--- src/rtl/rggen_response_stage_pkg.sv ---
// rggen_response_stage_pkg: FSM states and response status encodings shared by the response stage
package rggen_response_stage_pkg;
  typedef enum logic [1:0] {ST_IDLE, ST_WAIT, ST_RESP} state_e;
  localparam logic [1:0] STATUS_OKAY         = 2'b00;
  localparam logic [1:0] STATUS_EXOKAY       = 2'b01;
  localparam logic [1:0] STATUS_SLAVE_ERROR  = 2'b10;
  localparam logic [1:0] STATUS_DECODE_ERROR = 2'b11;
endpackage

--- src/rtl/rggen_mux.sv ---
// rggen_mux: one-hot AND-OR mux; several select bits OR the selected entries together
module rggen_mux #(
  parameter int WIDTH   = 1,
  parameter int ENTRIES = 2
) (
  input  logic [ENTRIES-1:0]       i_select,
  input  logic [WIDTH*ENTRIES-1:0] i_data,
  output logic [WIDTH-1:0]         o_data
);
  always_comb begin
    o_data = '0;
    for (int i = 0; i < ENTRIES; i++) o_data = o_data | (i_data[WIDTH*i+:WIDTH] & {WIDTH{i_select[i]}});
  end
endmodule

--- src/rtl/rggen_response_stage.sv ---
// rggen_response_stage: selects the completing register and holds its data/status as a valid/ready response
module rggen_response_stage
  import rggen_response_stage_pkg::*;
#(
  parameter int DATA_WIDTH     = 32,
  parameter int REGISTERS      = 4,
  parameter int TIMEOUT_CYCLES = 0,
  parameter int COUNTER_WIDTH  = 8
) (
  input  logic                            i_clk,
  input  logic                            i_rst,
  input  logic                            i_request_valid,
  output logic                            o_request_ready,
  input  logic [REGISTERS-1:0]            i_register_active,
  input  logic [REGISTERS-1:0]            i_register_ready,
  input  logic [2*REGISTERS-1:0]          i_register_status,
  input  logic [DATA_WIDTH*REGISTERS-1:0] i_register_data,
  output logic                            o_response_valid,
  input  logic                            i_response_ready,
  output logic [1:0]                      o_response_status,
  output logic [DATA_WIDTH-1:0]           o_response_data,
  output logic                            o_busy
);
  localparam bit                     LP_TIMEOUT_EN = TIMEOUT_CYCLES != 0;
  localparam logic [COUNTER_WIDTH-1:0] LP_LAST     = COUNTER_WIDTH'(LP_TIMEOUT_EN ? TIMEOUT_CYCLES - 1 : 0);
  state_e                  r_state;
  logic [COUNTER_WIDTH-1:0] r_counter;
  logic [REGISTERS-1:0]    w_hit;
  logic [DATA_WIDTH-1:0]   w_mux_data;
  logic [1:0]              w_mux_status;
  logic                    w_hit_any;
  logic                    w_decode_error;
  logic                    w_complete;
  logic                    w_timeout;
  state_e                  w_next;
  assign w_hit          = i_register_active & i_register_ready;
  assign w_hit_any      = |w_hit;
  assign w_decode_error = r_state == ST_IDLE && i_request_valid && i_register_active == '0;
  assign w_complete     = r_state == ST_WAIT && i_request_valid && w_hit_any;
  assign w_timeout      = r_state == ST_WAIT && i_request_valid && !w_hit_any && LP_TIMEOUT_EN && r_counter == LP_LAST;
  rggen_mux #(.WIDTH(DATA_WIDTH), .ENTRIES(REGISTERS)) u_data_mux (
    .i_select (w_hit),
    .i_data   (i_register_data),
    .o_data   (w_mux_data)
  );
  rggen_mux #(.WIDTH(2), .ENTRIES(REGISTERS)) u_status_mux (
    .i_select (w_hit),
    .i_data   (i_register_status),
    .o_data   (w_mux_status)
  );
  // a dropped request wins over a same-cycle hit or timeout
  always_comb begin
    w_next = r_state;
    case (r_state)
      ST_IDLE: w_next = !i_request_valid ? ST_IDLE : w_decode_error ? ST_RESP : ST_WAIT;
      ST_WAIT: w_next = !i_request_valid ? ST_IDLE : (w_complete || w_timeout) ? ST_RESP : ST_WAIT;
      default: w_next = i_response_ready ? ST_IDLE : ST_RESP;
    endcase
  end
  always_ff @(posedge i_clk) begin
    if (i_rst) begin
      r_state          <= ST_IDLE;
      o_request_ready  <= 1'b0;
      o_response_valid <= 1'b0;
      o_busy           <= 1'b0;
    end else begin
      r_state          <= w_next;
      o_request_ready  <= w_decode_error || w_complete || w_timeout;
      o_response_valid <= w_next == ST_RESP;
      o_busy           <= w_next != ST_IDLE;
    end
  end
  always_ff @(posedge i_clk) begin
    if (i_rst || r_state != ST_WAIT) r_counter <= '0;
    else if (r_counter != '1) r_counter <= r_counter + 1'b1;
  end
  always_ff @(posedge i_clk) begin
    if (i_rst) begin
      o_response_status <= STATUS_OKAY;
      o_response_data   <= '0;
    end else if (w_decode_error) begin
      o_response_status <= STATUS_DECODE_ERROR;
      o_response_data   <= '0;
    end else if (w_complete) begin
      o_response_status <= w_mux_status;
      o_response_data   <= w_mux_data;
    end else if (w_timeout) begin
      o_response_status <= STATUS_SLAVE_ERROR;
      o_response_data   <= '0;
    end
  end
endmodule

--- config.mk ---
export PLATFORM = sky130hd
export DESIGN_NAME = rggen_response_stage
export DESIGN_NICKNAME = d
export VERILOG_FILES = /design/src/rtl/rggen_response_stage_pkg.sv /design/src/rtl/rggen_mux.sv /design/src/rtl/rggen_response_stage.sv
export SDC_FILE = /design/constraint.sdc
export NUM_CORES = 1
export LEC_CHECK = 0
export ABC_AREA = 0
export CORE_MARGIN = 4
export CORE_UTILIZATION = 31
export DETAILED_ROUTE_END_ITERATION = 7
export GPL_ROUTABILITY_DRIVEN = 0
export PLACE_DENSITY_LB_ADDON = 0.15
export SLEW_MARGIN = 15
export SYNTH_ARGS = -nofsm -noshare
export SYNTH_HDL_FRONTEND = slang
export SYNTH_SLANG_ARGS = --single-unit
--- constraint.sdc ---
create_clock -name i_clk -period 1.9 [get_ports i_clk]
set_input_delay 0.285 -clock i_clk [delete_from_list [all_inputs] [get_ports i_clk]]
set_output_delay 0.285 -clock i_clk [all_outputs]
set_load 0.02 [all_outputs]
==> flow_metrics.tcl, run 1 <==
set metrics [dict create \
    outcome "complete, no violations" \
    netlist-cell-type-count 24 \
    hold_viol_final 0 \
    cts.reportedPaths.clkPinSlew_ns 0.07 \
    syn_area_per_cell_um2 9.27 \
    cap_violations 0 \
    postSynthCellCount 222 \
    slew_viol_final 0 \
    first_pass_iters 4 \
    hold_start "o_response_data[29]" \
    syn_nets 370 \
    place_ws_ns -0.154 \
    die-area_mm2 0.00800 \
    cts_max_path_buffers 2 \
    r2r_slack_ns 0.37 \
    ctsHoldBuffers 0 \
    layout_common_cells "clkdlybuf4s50_1, dfxtp_1, nor2_1" \
    grt.overflow.total 0 \
    r2r-start "r_state[0]" \
    critical_path_class "in -> reg" \
    fin_util 0.641 \
    max_slew.worst_pin.slew_ns 0.380 \
    ant_nets 0 \
    root_buffer "clkbuf_8" \
    htree_num_levels 2 \
    cts_setup_buffers 0 \
    cp-end-kind "flip-flop" \
    power_density_mw_per_mm2 539 \
    clock_latency_ns 0.28 \
    rsz0062_at_grt "false" \
    grt_first_pass_wirelength_um 11600 \
    hpwl_um 6500 \
    hold_ws_ns 0.496 \
    grt_usage 0.188 \
    nets 547 \
    critPathMaxFanout 18 \
    multi_input_area_mm2 0.00115 \
    die_h_um 89.5 \
    routed_wl_um 7850 \
    cts_buffers 5 \
    crit_start "i_register_active[2]" \
    area_growth_pct 99.1 \
    coreArea_mm2 0.00639 \
    arrival_ns 1.90 \
    num_antenna_cells 0 \
    grt_max_degree 43 \
    ys_seq_area_frac 0.380 \
    num_vias 2488 \
    slew_headroom 0.747 \
    fmax_mhz 570 \
    portBuffers 184 \
    drc 0 \
    layout_commonest_cell "clkdlybuf4s50_1" \
    grt_pass1_vias 2470 \
    placed_cell_area_mm2 0.00400 \
    skew_ns 0.00591 \
    layout-drive-gt1-share 0.0675 \
    min-delay-path-class "reg -> reg" \
    netlist_area_mm2 0.00206 \
    leakage_nw 1.44 \
    start_kind "input pin" \
    initial_utilization 0.322 \
    setup_violations 0 \
    n_fill_cell 556 \
    yosys_warnings 0 \
    pin_count 185 \
    cts.sinks 39 \
    period_needed_ns 1.75 \
    period_share 0.923 \
    die_x_um 89.5 \
    seqCellArea_um2 781 \
    via_per_inst 5.22 \
    num_rows 29 \
    synth-seq-cells 39 \
    design_area_mm2 0.00410 \
    wl_per_cell_um 16.5 \
    cts_tree "done" \
    ctsResizeCount 0 \
    peakVddDrop_v 0.000298 \
    drt_iter0_markers 89 \
    setup_ws_ns 0.146 \
    cp_data_required_time_ns 2.05 \
    antenna_found_initial 0 \
]
==> per-layer routing <==
metal,up-vias,track usage,routed length [um]
met1,1120,0.209,2910
li1,1254,-,-
met2,105,0.348,4050
met5,-,0,0
met3,9,0.0525,781
met4,0,0.0541,114
==> layout make-up <==
class	instances	share of cell area
flip-flops and latches	39	0.191
repair buffers	198	0.482
clock buffers	8	0.0244
well taps	77	0.0235
multi-input cells	155	0.280
==> kinds of logic after synthesis <==
group                  share of synthesized area
AND/OR/NAND/NOR                            0.114
flip-flops                                 0.380
buffers and inverters                     0.0639
AO/OA/AOI/OAI                              0.442
==> stage by stage <==
stage	setup TNS [ns]	std cells	power, mW
6_report	0	477	2.21
5_1_grt	0	477	2.34
4_1_cts	0	477	2.24
3_5_place_dp	-5.04	469	1.63
3_3_place_gp	-4.45	469	1.62
2_1_floorplan	0	222	1.18
==> critical path: stages <==
cell and delay [ns]:
clkdlybuf4s50_1 0.42, or4_4 0.56, nor3_4 0.18, or2_1 0.23, buf_12 0.18, a211oi_1 0.05
==> flip-flops by register name, summed over array words and instances, names as in the netlist <==
register	flops
o_busy	1
o_response_valid	1
o_request_ready	1
o_response_status	2
o_response_data	32
r_state	2
==> cells in the mapped netlist <==
master | count | area, um2
a311oi_1 | 2 | 17.5
or2_1 | 2 | 12.5
a22o_1 | 32 | 280
and2_4 | 1 | 8.76
a221oi_1 | 32 | 280
a21oi_1 | 1 | 5.00
nand2b_1 | 1 | 6.26
dfxtp_1 | 39 | 781
o31a_1 | 2 | 17.5
and3b_1 | 1 | 8.76
nor2_1 | 35 | 131
nor3_4 | 1 | 16.3
a211oi_1 | 32 | 240
buf_1 | 5 | 18.8
a22oi_1 | 4 | 30.0
or4_4 | 2 | 22.5
buf_4 | 3 | 22.5
and2_1 | 3 | 18.8
clkbuf_1 | 13 | 48.8
o41a_1 | 1 | 11.3
a2111oi_4 | 1 | 27.5
nor3_1 | 2 | 10.0
buf_2 | 6 | 30.0
buf_6 | 1 | 11.3
==> path summary, 6_finish.rpt <==
kind                         endpoint  depth (start not counted)
setup reg to reg   o_response_data[2]                          5
setup / recovery  o_response_data[14]                          6
hold reg to reg   o_response_data[29]                          2
hold / removal    o_response_data[29]                          2
==> power breakdown <==
part	leakage [nW]	switching (mW)	internal, mW
Clock	0.0515	0.269	0.331
Combinational	1.07	0.265	0.462
Sequential	0.317	0.0222	0.859
Total	1.44	0.556	1.65
Power figures use the tool's default switching activity.
==> run 2: changes to the inputs <==
--- a/config.mk
+++ b/config.mk
@@ -9,8 +9,9 @@
 export CORE_MARGIN = 4
 export CORE_UTILIZATION = 31
 export DETAILED_ROUTE_END_ITERATION = 7
-export GPL_ROUTABILITY_DRIVEN = 0
-export PLACE_DENSITY_LB_ADDON = 0.15
+export GPL_ROUTABILITY_DRIVEN = 1
+export MAX_ROUTING_LAYER = met4
+export PLACE_DENSITY = 0.8
 export SLEW_MARGIN = 15
 export SYNTH_ARGS = -nofsm -noshare
 export SYNTH_HDL_FRONTEND = slang
==> run 2 against run 1 <==
- register-to-register slack barely moved
- wire length grew 3.5%
- sequential cell count is the same
- clock power rose by 19%
- die area is the same
- sequential power barely moved
- critical path type unchanged
- critical endpoint is now o_response_data[15]
==> flow_metrics.tcl, run 2 (synthesis results as in run 1) <==
set metrics [dict create \
    outcome "complete, no violations" \
    die-area_mm2 0.00800 \
    max_slew.worst_pin.slew_ns 0.339 \
    place_ws_ns -0.151 \
    drc 0 \
    num_antenna_cells 0 \
    n_fill_cell 536 \
    power_density_mw_per_mm2 566 \
    setup_ws_ns 0.155 \
    slew_viol_final 0 \
    cts_setup_buffers 0 \
    multi_input_area_mm2 0.00115 \
    setup_violations 0 \
    cts_tree "done" \
    leakage_nw 1.44 \
    die_x_um 89.5 \
    routed_wl_um 8120 \
    seqCellArea_um2 781 \
    hold_ws_ns 0.497 \
    die_h_um 89.5 \
    p_sw_mw 0.576 \
    hold_viol_final 0 \
    arrival_ns 1.91 \
    cp_slowest_cell "or4_4" \
    portBuffers 184 \
    cts.reportedPaths.clkPinSlew_ns 0.07 \
    reg_top3 "o_response_data: 32 flops, o_response_status: 2 flops, r_state: 2 flops" \
    fmax_mhz 573 \
    critPathMaxFanout 17 \
    layout-drive-gt1-share 0.0700 \
    path_cells "clkdlybuf4s50_1 -> or4_4 -> nor3_4 -> or2_1 -> buf_4 -> a211oi_1" \
    htree_num_levels 2 \
    power.share.sequential 0.381 \
    critical_path_class "in -> reg" \
    hpwl_um 6590 \
    layout_commonest_cell "clkdlybuf4s50_1" \
    pin_count 185 \
    grt_usage 0.197 \
    placed_cell_area_mm2 0.00397 \
    largest_reg_flops 32 \
    nets 547 \
    cts.sinks 39 \
    cap_violations 0 \
    cp_data_required_time_ns 2.06 \
    ctsResizeCount 0 \
    wl_per_cell_um 17.0 \
    slew_headroom 0.774 \
    ctsHoldBuffers 0 \
    grt.overflow.total 0 \
    design_area_mm2 0.00409 \
    grt_first_pass_wirelength_um 11700 \
    area_growth_pct 98.7 \
    num_rows 29 \
    period_needed_ns 1.75 \
    via_per_inst 5.27 \
    drt_iter0_markers 61 \
    cts_buffers 5 \
    finalSetupTns_ns 0 \
    antenna_found_initial 0 \
    combPwrFrac 0.311 \
    cp-end-kind "flip-flop" \
    layout_common_cells "clkdlybuf4s50_1, dfxtp_1, nor2_1" \
    skew_ns 0.00315 \
    start_kind "input pin" \
    pwr-share-clk 0.309 \
    internal_power_mw 1.74 \
    gp_congestion 0.746 \
    rsz0062_at_grt "false" \
    clock_latency_ns 0.29 \
    root_buffer "clkbuf_8" \
    coreArea_mm2 0.00639 \
    top_register "o_response_data" \
    critPathMaxStageDelay_ns 0.57 \
    min-delay-path-class "reg -> reg" \
    cts_max_path_buffers 2 \
    grt_pass1_vias 2505 \
    period_share 0.918 \
    grt_max_degree 37 \
    first_pass_iters 4 \
    p_sw_frac 0.249 \
    ant_nets 0 \
    initial_utilization 0.322 \
    peakVddDrop_v 0.000421 \
    num_vias 2516 \
]
run 2: power groups by stage:
| stage | Combinational (mW) | Sequential [mW] | Clock (mW) |
|---|---|---|---|
| 2_1_floorplan | 0.234 | 0.947 | 0 |
| 3_3_place_gp | 0.713 | 0.898 | 0 |
| 3_5_place_dp | 0.723 | 0.900 | 0 |
| 4_1_cts | 0.725 | 0.881 | 0.730 |
| 5_1_grt | 0.770 | 0.886 | 0.765 |
| 6_report | 0.720 | 0.881 | 0.714 |
run 2: metrics by stage:
stage                     cells  utilization  power, mW
final                       477        0.640       2.32
after floorplan             222            -       1.18
after detailed placement    469        0.622       1.62
after CTS                   477        0.640       2.34
after global routing        477        0.640       2.42
after global placement      469        0.622       1.61
run 2: area by class of cell:
type / instances / area share
multi-input combinational: 155 / 0.280
sequential: 39 / 0.191
timing repair buffer: 198 / 0.476
tap: 77 / 0.0236
clock buffer: 6 / 0.0202
clock inverter: 2 / 0.00857
run 2: metal layers:
metal | GRT usage | share of wire
met5 | - | 0
met1 | 0.209 | 0.37
met4 | 0.0582 | 0.015
met2 | 0.370 | 0.54
met3 | 0.0359 | 0.071
run 2: critical path, delay by kind of cell:
family,cells,cell delay (ns)
buffers and inverters,2,0.65
and+or+nand+nor,3,0.89
AOI/OAI and AO/OA,1,0.07
run 2: final timing paths:
check,from,end,slack [ns],cells past startpoint
max,i_register_active[2],o_response_data[15],0.15,6
min,o_response_data[23],o_response_data[23],0.50,2
max reg2reg,r_state[0],o_response_data[21],0.37,5
min reg2reg,o_response_data[23],o_response_data[23],0.50,2
==> run 3: changes to the inputs <==
--- a/config.mk
+++ b/config.mk
@@ -12,6 +12,7 @@
 export GPL_ROUTABILITY_DRIVEN = 1
 export MAX_ROUTING_LAYER = met4
 export PLACE_DENSITY = 0.8
+export SKIP_CTS_REPAIR_TIMING = 1
 export SLEW_MARGIN = 15
 export SYNTH_ARGS = -nofsm -noshare
 export SYNTH_HDL_FRONTEND = slang
==> results of run 3 <==
No change in the layout: final DEF, timing and power equal those of run 2.
